### src/rtl/mips_pkg.sv
// Shared MIPS decode constants and scoreboard types used by the ID-stage
// hazard logic.
package mips_pkg;

  typedef logic [4:0] reg_idx_t;

  localparam logic [5:0] OP_SPECIAL = 6'h00;
  localparam logic [5:0] OP_J       = 6'h02;
  localparam logic [5:0] OP_JAL     = 6'h03;
  localparam logic [5:0] OP_BEQ     = 6'h04;
  localparam logic [5:0] OP_BNE     = 6'h05;
  localparam logic [5:0] OP_ADDI    = 6'h08;
  localparam logic [5:0] OP_SLTI    = 6'h0A;
  localparam logic [5:0] OP_LW      = 6'h23;
  localparam logic [5:0] OP_SW      = 6'h2B;

  localparam logic [5:0] FN_SLL = 6'h00;
  localparam logic [5:0] FN_SRL = 6'h02;
  localparam logic [5:0] FN_JR  = 6'h08;

  localparam reg_idx_t REG_RA = 5'd31;

  typedef struct packed {
    logic     valid;
    reg_idx_t addr;
    logic     is_load;
  } sb_entry_t;

  localparam sb_entry_t SB_BUBBLE = '{valid: 1'b0, addr: 5'd0, is_load: 1'b0};

  // $0 is hardwired, so it can never create a dependency.
  function automatic logic entry_hit(sb_entry_t e, reg_idx_t src, logic src_en);
    return src_en & (src != 5'd0) & e.valid & (e.addr == src);
  endfunction

endpackage

### src/rtl/inst_regdecode.sv
// Combinational register-usage decode of one MIPS instruction: which
// registers it reads as operands A/B, which it writes, and whether it is a load.
module inst_regdecode
  import mips_pkg::*;
(
  input  logic [31:0] id_inst,
  output logic [4:0]  src_a,
  output logic        src_a_en,
  output logic [4:0]  src_b,
  output logic        src_b_en,
  output logic [4:0]  dest,
  output logic        dest_en,
  output logic        is_load
);

  logic [5:0] opcode;
  logic [5:0] func;
  reg_idx_t   rs;
  reg_idx_t   rt;
  reg_idx_t   rd;
  logic       unused_shamt;

  assign opcode       = id_inst[31:26];
  assign rs           = id_inst[25:21];
  assign rt           = id_inst[20:16];
  assign rd           = id_inst[15:11];
  assign func         = id_inst[5:0];
  assign unused_shamt = ^id_inst[10:6];

  always_comb begin
    // NOTE: every output gets a default first, so no path can infer a latch.
    src_a    = 5'd0;
    src_a_en = 1'b0;
    src_b    = 5'd0;
    src_b_en = 1'b0;
    dest     = 5'd0;
    dest_en  = 1'b0;
    is_load  = 1'b0;

    case (opcode)
      OP_SPECIAL: begin
        case (func)
          FN_SLL, FN_SRL: begin
            src_a    = rt;
            src_a_en = 1'b1;
            dest     = rd;
            dest_en  = 1'b1;
          end
          FN_JR: begin
            src_a    = rs;
            src_a_en = 1'b1;
          end
          default: begin
            src_a    = rs;
            src_a_en = 1'b1;
            src_b    = rt;
            src_b_en = 1'b1;
            dest     = rd;
            dest_en  = 1'b1;
          end
        endcase
      end
      OP_ADDI, OP_SLTI, OP_LW: begin
        src_a    = rs;
        src_a_en = 1'b1;
        dest     = rt;
        dest_en  = 1'b1;
        is_load  = (opcode == OP_LW);
      end
      OP_SW, OP_BEQ, OP_BNE: begin
        src_a    = rs;
        src_a_en = 1'b1;
        src_b    = rt;
        src_b_en = 1'b1;
      end
      OP_JAL: begin
        dest    = REG_RA;
        dest_en = 1'b1;
      end
      default: ;  // J and unknown opcodes touch no registers
    endcase
  end

endmodule

### src/rtl/hazard_scoreboard.sv
// ID-stage hazard detection: shift scoreboard of in-flight register writes
// (entry 1 = EXE .. entry DEPTH = WB), stall/forward generation, stall counter.
module hazard_scoreboard
  import mips_pkg::*;
#(
  parameter int DEPTH  = 3,
  parameter bit FWD_EN = 1'b0,
  parameter int CNT_W  = 16
) (
  input  logic                       clk,
  input  logic                       rst,
  input  logic [31:0]                id_inst,
  input  logic                       id_valid,
  input  logic                       flush,
  output logic                       stall,
  output logic [$clog2(DEPTH+1)-1:0] fwd_a,
  output logic [$clog2(DEPTH+1)-1:0] fwd_b,
  output logic [CNT_W-1:0]           stall_count
);

  localparam int FW = $clog2(DEPTH+1);

  logic [4:0] src_a, src_b, dest;
  logic       src_a_en, src_b_en, dest_en, is_load;

  inst_regdecode u_decode (
    .id_inst  (id_inst),
    .src_a    (src_a),
    .src_a_en (src_a_en),
    .src_b    (src_b),
    .src_b_en (src_b_en),
    .dest     (dest),
    .dest_en  (dest_en),
    .is_load  (is_load)
  );

  sb_entry_t [DEPTH:1] sb_q, sb_d;
  logic [DEPTH:1]      hit_a, hit_b;
  logic [FW-1:0]       sel_a, sel_b;
  logic [CNT_W-1:0]    cnt_q, cnt_d;
  logic                active, raw_stall, issue, dest_act;
  logic                unused_sb;

  for (genvar k = 1; k <= DEPTH; k++) begin : g_match
    assign hit_a[k] = entry_hit(sb_q[k], src_a, src_a_en);
    assign hit_b[k] = entry_hit(sb_q[k], src_b, src_b_en);
  end

  // Scan oldest to youngest so the youngest matching producer wins.
  always_comb begin
    sel_a = '0;
    sel_b = '0;
    for (int k = DEPTH; k >= 1; k--) begin
      if (hit_a[k]) sel_a = FW'(k);
      if (hit_b[k]) sel_b = FW'(k);
    end
  end

  assign active = id_valid & ~flush;

  always_comb begin
    if (FWD_EN) raw_stall = sb_q[1].is_load & (hit_a[1] | hit_b[1]);
    else        raw_stall = (|hit_a) | (|hit_b);
  end

  assign stall = active & raw_stall;
  assign fwd_a = (FWD_EN && active && !raw_stall) ? sel_a : '0;
  assign fwd_b = (FWD_EN && active && !raw_stall) ? sel_b : '0;

  assign issue    = active & ~raw_stall;
  assign dest_act = dest_en & (dest != 5'd0);

  always_comb begin
    sb_d = sb_q;
    for (int k = DEPTH; k >= 2; k--) sb_d[k] = sb_q[k-1];
    if (issue && dest_act) sb_d[1] = '{valid: 1'b1, addr: dest, is_load: is_load};
    else                   sb_d[1] = SB_BUBBLE;
  end

  assign cnt_d = (stall && cnt_q != '1) ? cnt_q + 1'b1 : cnt_q;

  always_ff @(posedge clk) begin
    // NOTE: all scoreboard entries are reset; a stale valid bit would fake a hazard.
    if (rst) begin
      sb_q  <= '0;
      cnt_q <= '0;
    end else begin
      // NOTE: sequential state uses non-blocking assignments only.
      sb_q  <= sb_d;
      cnt_q <= cnt_d;
    end
  end

  assign stall_count = cnt_q;
  assign unused_sb   = ^sb_q;

endmodule

### config.mk
export PLATFORM = sky130hd
export DESIGN_NAME = hazard_scoreboard
export DESIGN_NICKNAME = d
export VERILOG_FILES = /design/src/rtl/mips_pkg.sv /design/src/rtl/inst_regdecode.sv /design/src/rtl/hazard_scoreboard.sv
export SDC_FILE = /design/constraint.sdc
export NUM_CORES = 1
export LEC_CHECK = 0
export BUFFER_PORTS_ARGS = -buffer_cell sky130_fd_sc_hd__buf_4
export CAP_MARGIN = 15
export CORE_AREA = 2 2 70 72
export CTS_CLUSTER_SIZE = 40
export DETAILED_ROUTE_END_ITERATION = 10
export DIE_AREA = 0 0 72 74
export GPL_ROUTABILITY_DRIVEN = 1
export PLACE_DENSITY = 0.8
export SETUP_SLACK_MARGIN = 0.3
export SYNTH_ARGS = -nofsm -noshare
export SYNTH_HDL_FRONTEND = slang
export SYNTH_SLANG_ARGS = --single-unit
### constraint.sdc
create_clock -name clk -period 4 [get_ports clk]
set_input_delay 0.2 -clock clk [delete_from_list [all_inputs] [get_ports clk]]
set_output_delay 0.2 -clock clk [all_outputs]
set_load 0.1 [all_outputs]
==> results.cfg <==
[run_status]
status = complete, no violations

[final_layout]
nNetsFinal = 347
fin_area_um2 = 2800
multiInputGateArea_um2 = 1480
postLayoutCoreUtil_pct = 60.8
fillCellCount = 405
drive_gt1_share_pct = 23.5
syn2layout_area_growth_pct = 21.4
regArea_um2 = 681
antennaDiodeCount = 0

[sta]
fmax_mhz = 291
tns_ns = 0
worst_slew_pin_slew_ns = 0.687
maxSlewViolCount = 0
setup_violations = 0
skew_ns = 0.0107
slew_headroom_pct = 53.8
fin_crit_sh_pct = 85.9
rsz0062_at_grt = no
fin_ws_ns = 0.563
layout_min_cycle_time_ns = 3.44
final_hold_viol_count = 0

[placement]
port_buffers = 47
dp_hpwl_um = 4150
place.gp.congestion = 0.926
place_ws_ns = 0.387
placed_area_um2 = 2650

[critical_path]
ff2ff_setup_slack_ns = 1.14
critPathTopFamily = simple AND/OR/NAND/NOR gates
r2r-end = stall_count[7]
cp_cell_sequence = buf_4, or4_4, o311ai_4, o22a_1, o21ai_0, or4_1, a31oi_1, o31ai_4, buf_4, or4_1, a21oi_1
slowest_stage = or4_4
critPathMaxFanout = 14
path_class = in -> reg
cp.arrival_ns = 3.66
r2r_cells = 8
cp-start-kind = primary input
cp.buffers_inverters = 2
crit_required_ns = 4.22
critPathMaxStageDelay_ns = 0.62
reg2reg_from = sb_d[12]
cp-end-kind = register

[synth]
synth_area_leader_cell = dfxtp_1
yosysWarnings = 0
yosysSeqAreaShare_pct = 29.5
synthArstFlopShare_pct = 0
ys_types = 61
synthFlopType = dfxtp_1
synth-edff-count = 0
ys_ff_latch = 34
synth.area.top_cells = dfxtp_1 30%, xor2_1 6.1%, nor2b_1 4.1%, or4_1 3.9%, a21oi_1 3.7%
netlist_instances = 270
synth.cell_area_um2 = 2300
syn_avg_cell_area_um2 = 8.54
yosys.area.top_type_share_pct = 29.5

[pwr]
power.share.clock_pct = 47.0
p_per_area_nw_per_um2 = 294
power.total_uw = 824
p_switching_uw = 182
switching_share_pct = 22.1
leakage_nw = 1.09
power_frac_comb_pct = 11.9
power_frac_seq_pct = 41.1
internal_power_uw = 642
ir_drop_mv = 0.238

[cts]
hold_buffers = 0
cts-root-buf = clkbuf_8
cts_buffers = 5
cts_buffer_depth = 2
cts.sinks = 34
clk_pin_slew_ns = 0.07
cts_tree = built
h-tree-depth = 2
clkLatencyLatePin_ns = 0.29

[worst_hold_path]
hold_end = sb_d[10]
holdPathStages = 3
hold_path.class = in -> reg
hold_start = id_inst[13]

[drt]
drt-total-wl_um = 5720
drc = 0
drt_pass1_iterations = 4
viasPerCell = 6.08
antenna_left = 0
drt_iter0_markers = 148
wire_per_inst_um = 15.7
vias = 2220

[grt]
grt_overflow = 0
antenna_found_initial = 0
grt_max_degree = 32
grt_pass1_wl_um = 9190
grt_pass1_vias = 1944
grt_use_total_pct = 21.7

[die]
fp.dieH_um = 74
row_count = 25
fp.dieArea_um2 = 5330
io_pins = 57
core_area_um2 = 4600
die_x_um = 72
initial_utilization_pct = 50.1

[run]
maxCapViolCount = 0
-- registers in the layout, summed over array words and instances (netlist names) --
name,count
stall_count,16
sb_d,12
sb_q,6
-- per-layer routing --
layer	vias up	GRT usage, %	part of all wire, %
met5	-	0	0
met2	61	36.1	46
met3	5	3.79	4.6
li1	1092	-	-
met1	1062	30.1	49
met4	0	4.40	0.89
-- synth_stat cells (4+ instances only) --
| cell type | instances |
|---|---|
| xor2_1 | 16 |
| dfxtp_1 | 34 |
| or4_1 | 12 |
| nand2_1 | 8 |
| nor2_1 | 19 |
| o21ai_0 | 7 |
| o2111a_1 | 5 |
| buf_4 | 6 |
| nor3_1 | 7 |
| nor2b_1 | 15 |
| clkbuf_1 | 11 |
| a221oi_1 | 5 |
| xnor2_1 | 7 |
| inv_1 | 11 |
| a21oi_1 | 17 |
| nand3_1 | 7 |
| nor4_1 | 4 |
| o31ai_1 | 11 |
-- logic make-up (layout without fill, tap and decap cells) --
kind of cell	after synthesis	count (layout)	share of synthesized area, %
simple gates	102	102	27.3
compound gates	73	73	25.0
flops	34	34	29.5
buf+inv	33	71	7.33
xor+xnor	23	23	8.74
mux	3	3	1.41
fa+ha+maj	1	1	0.543
other cells	1	4	0.163
-- placed cells by master, fill, tap and decap left out, types with 3 or more instances in the layout --
cell type / instances
or3_1: 3
xor2_1: 16
a21oi_1: 17
and4_1: 3
and2_1: 3
a221o_1: 3
o31ai_1: 11
a221oi_1: 5
xnor2_1: 7
nor3_1: 7
clkbuf_8: 6
o21ai_0: 7
and3_1: 3
nor4b_1: 3
a31oi_1: 3
nand3_1: 7
nor2b_1: 15
buf_4: 52
o2111a_1: 5
dfxtp_1: 34
nand2_1: 8
nor2_1: 19
or4_1: 12
inv_1: 11
conb_1: 4
nor4_1: 4
-- worst max-delay path by stage --
stage / startpoint / end / cells after the start
after floorplan: id_inst[0] / stall_count[14] / 12
after global placement: id_inst[0] / stall_count[5] / 11
after detailed placement: id_inst[0] / stall_count[5] / 11
after CTS: id_inst[0] / stall / 10
after global routing: id_inst[0] / stall_count[3] / 11
final: id_inst[0] / stall_count[7] / 11
-- worst register-to-register path, delay by kind of cell (launching register included) --
family / cells / cell delay [ns]
AND/OR/NAND/NOR: 2 / 1.02
buffers and inverters: 1 / 0.22
flip-flops: 1 / 0.40
AO/OA/AOI/OAI: 5 / 1.15
-- metrics by stage --
step	hold slack [ns]	cells
final	0.224	365
after global routing	0.233	365
after CTS	0.217	365
after detailed placement	0.469	357
after global placement	0.472	357
after floorplan	0.387	273
-- area by class of cell --
cell class	count	area share, %
inverters	11	1.48
flip-flops and latches	34	24.3
clock inverters	2	2.15
multi-input cells	206	52.7
clock buffers	6	2.95
well taps	54	2.42
repair buffers	52	14.0
-- repair_timing --
item / 4_1_cts / 5_1_grt
setup endpoints to repair: 0 / 1
buffers inserted: 0 / 0
resized for setup: 0 / 1
-- power by group through the flow --
stage                     combinational (mW)  clock, mW  sequential (mW)
final                                 0.0983      0.387            0.338
after global routing                   0.106      0.403            0.338
after CTS                             0.0969      0.392            0.338
after detailed placement              0.0967          0            0.346
after global placement                0.0949          0            0.346
after floorplan                       0.0633          0            0.346
(Power assumes the default switching activity.)
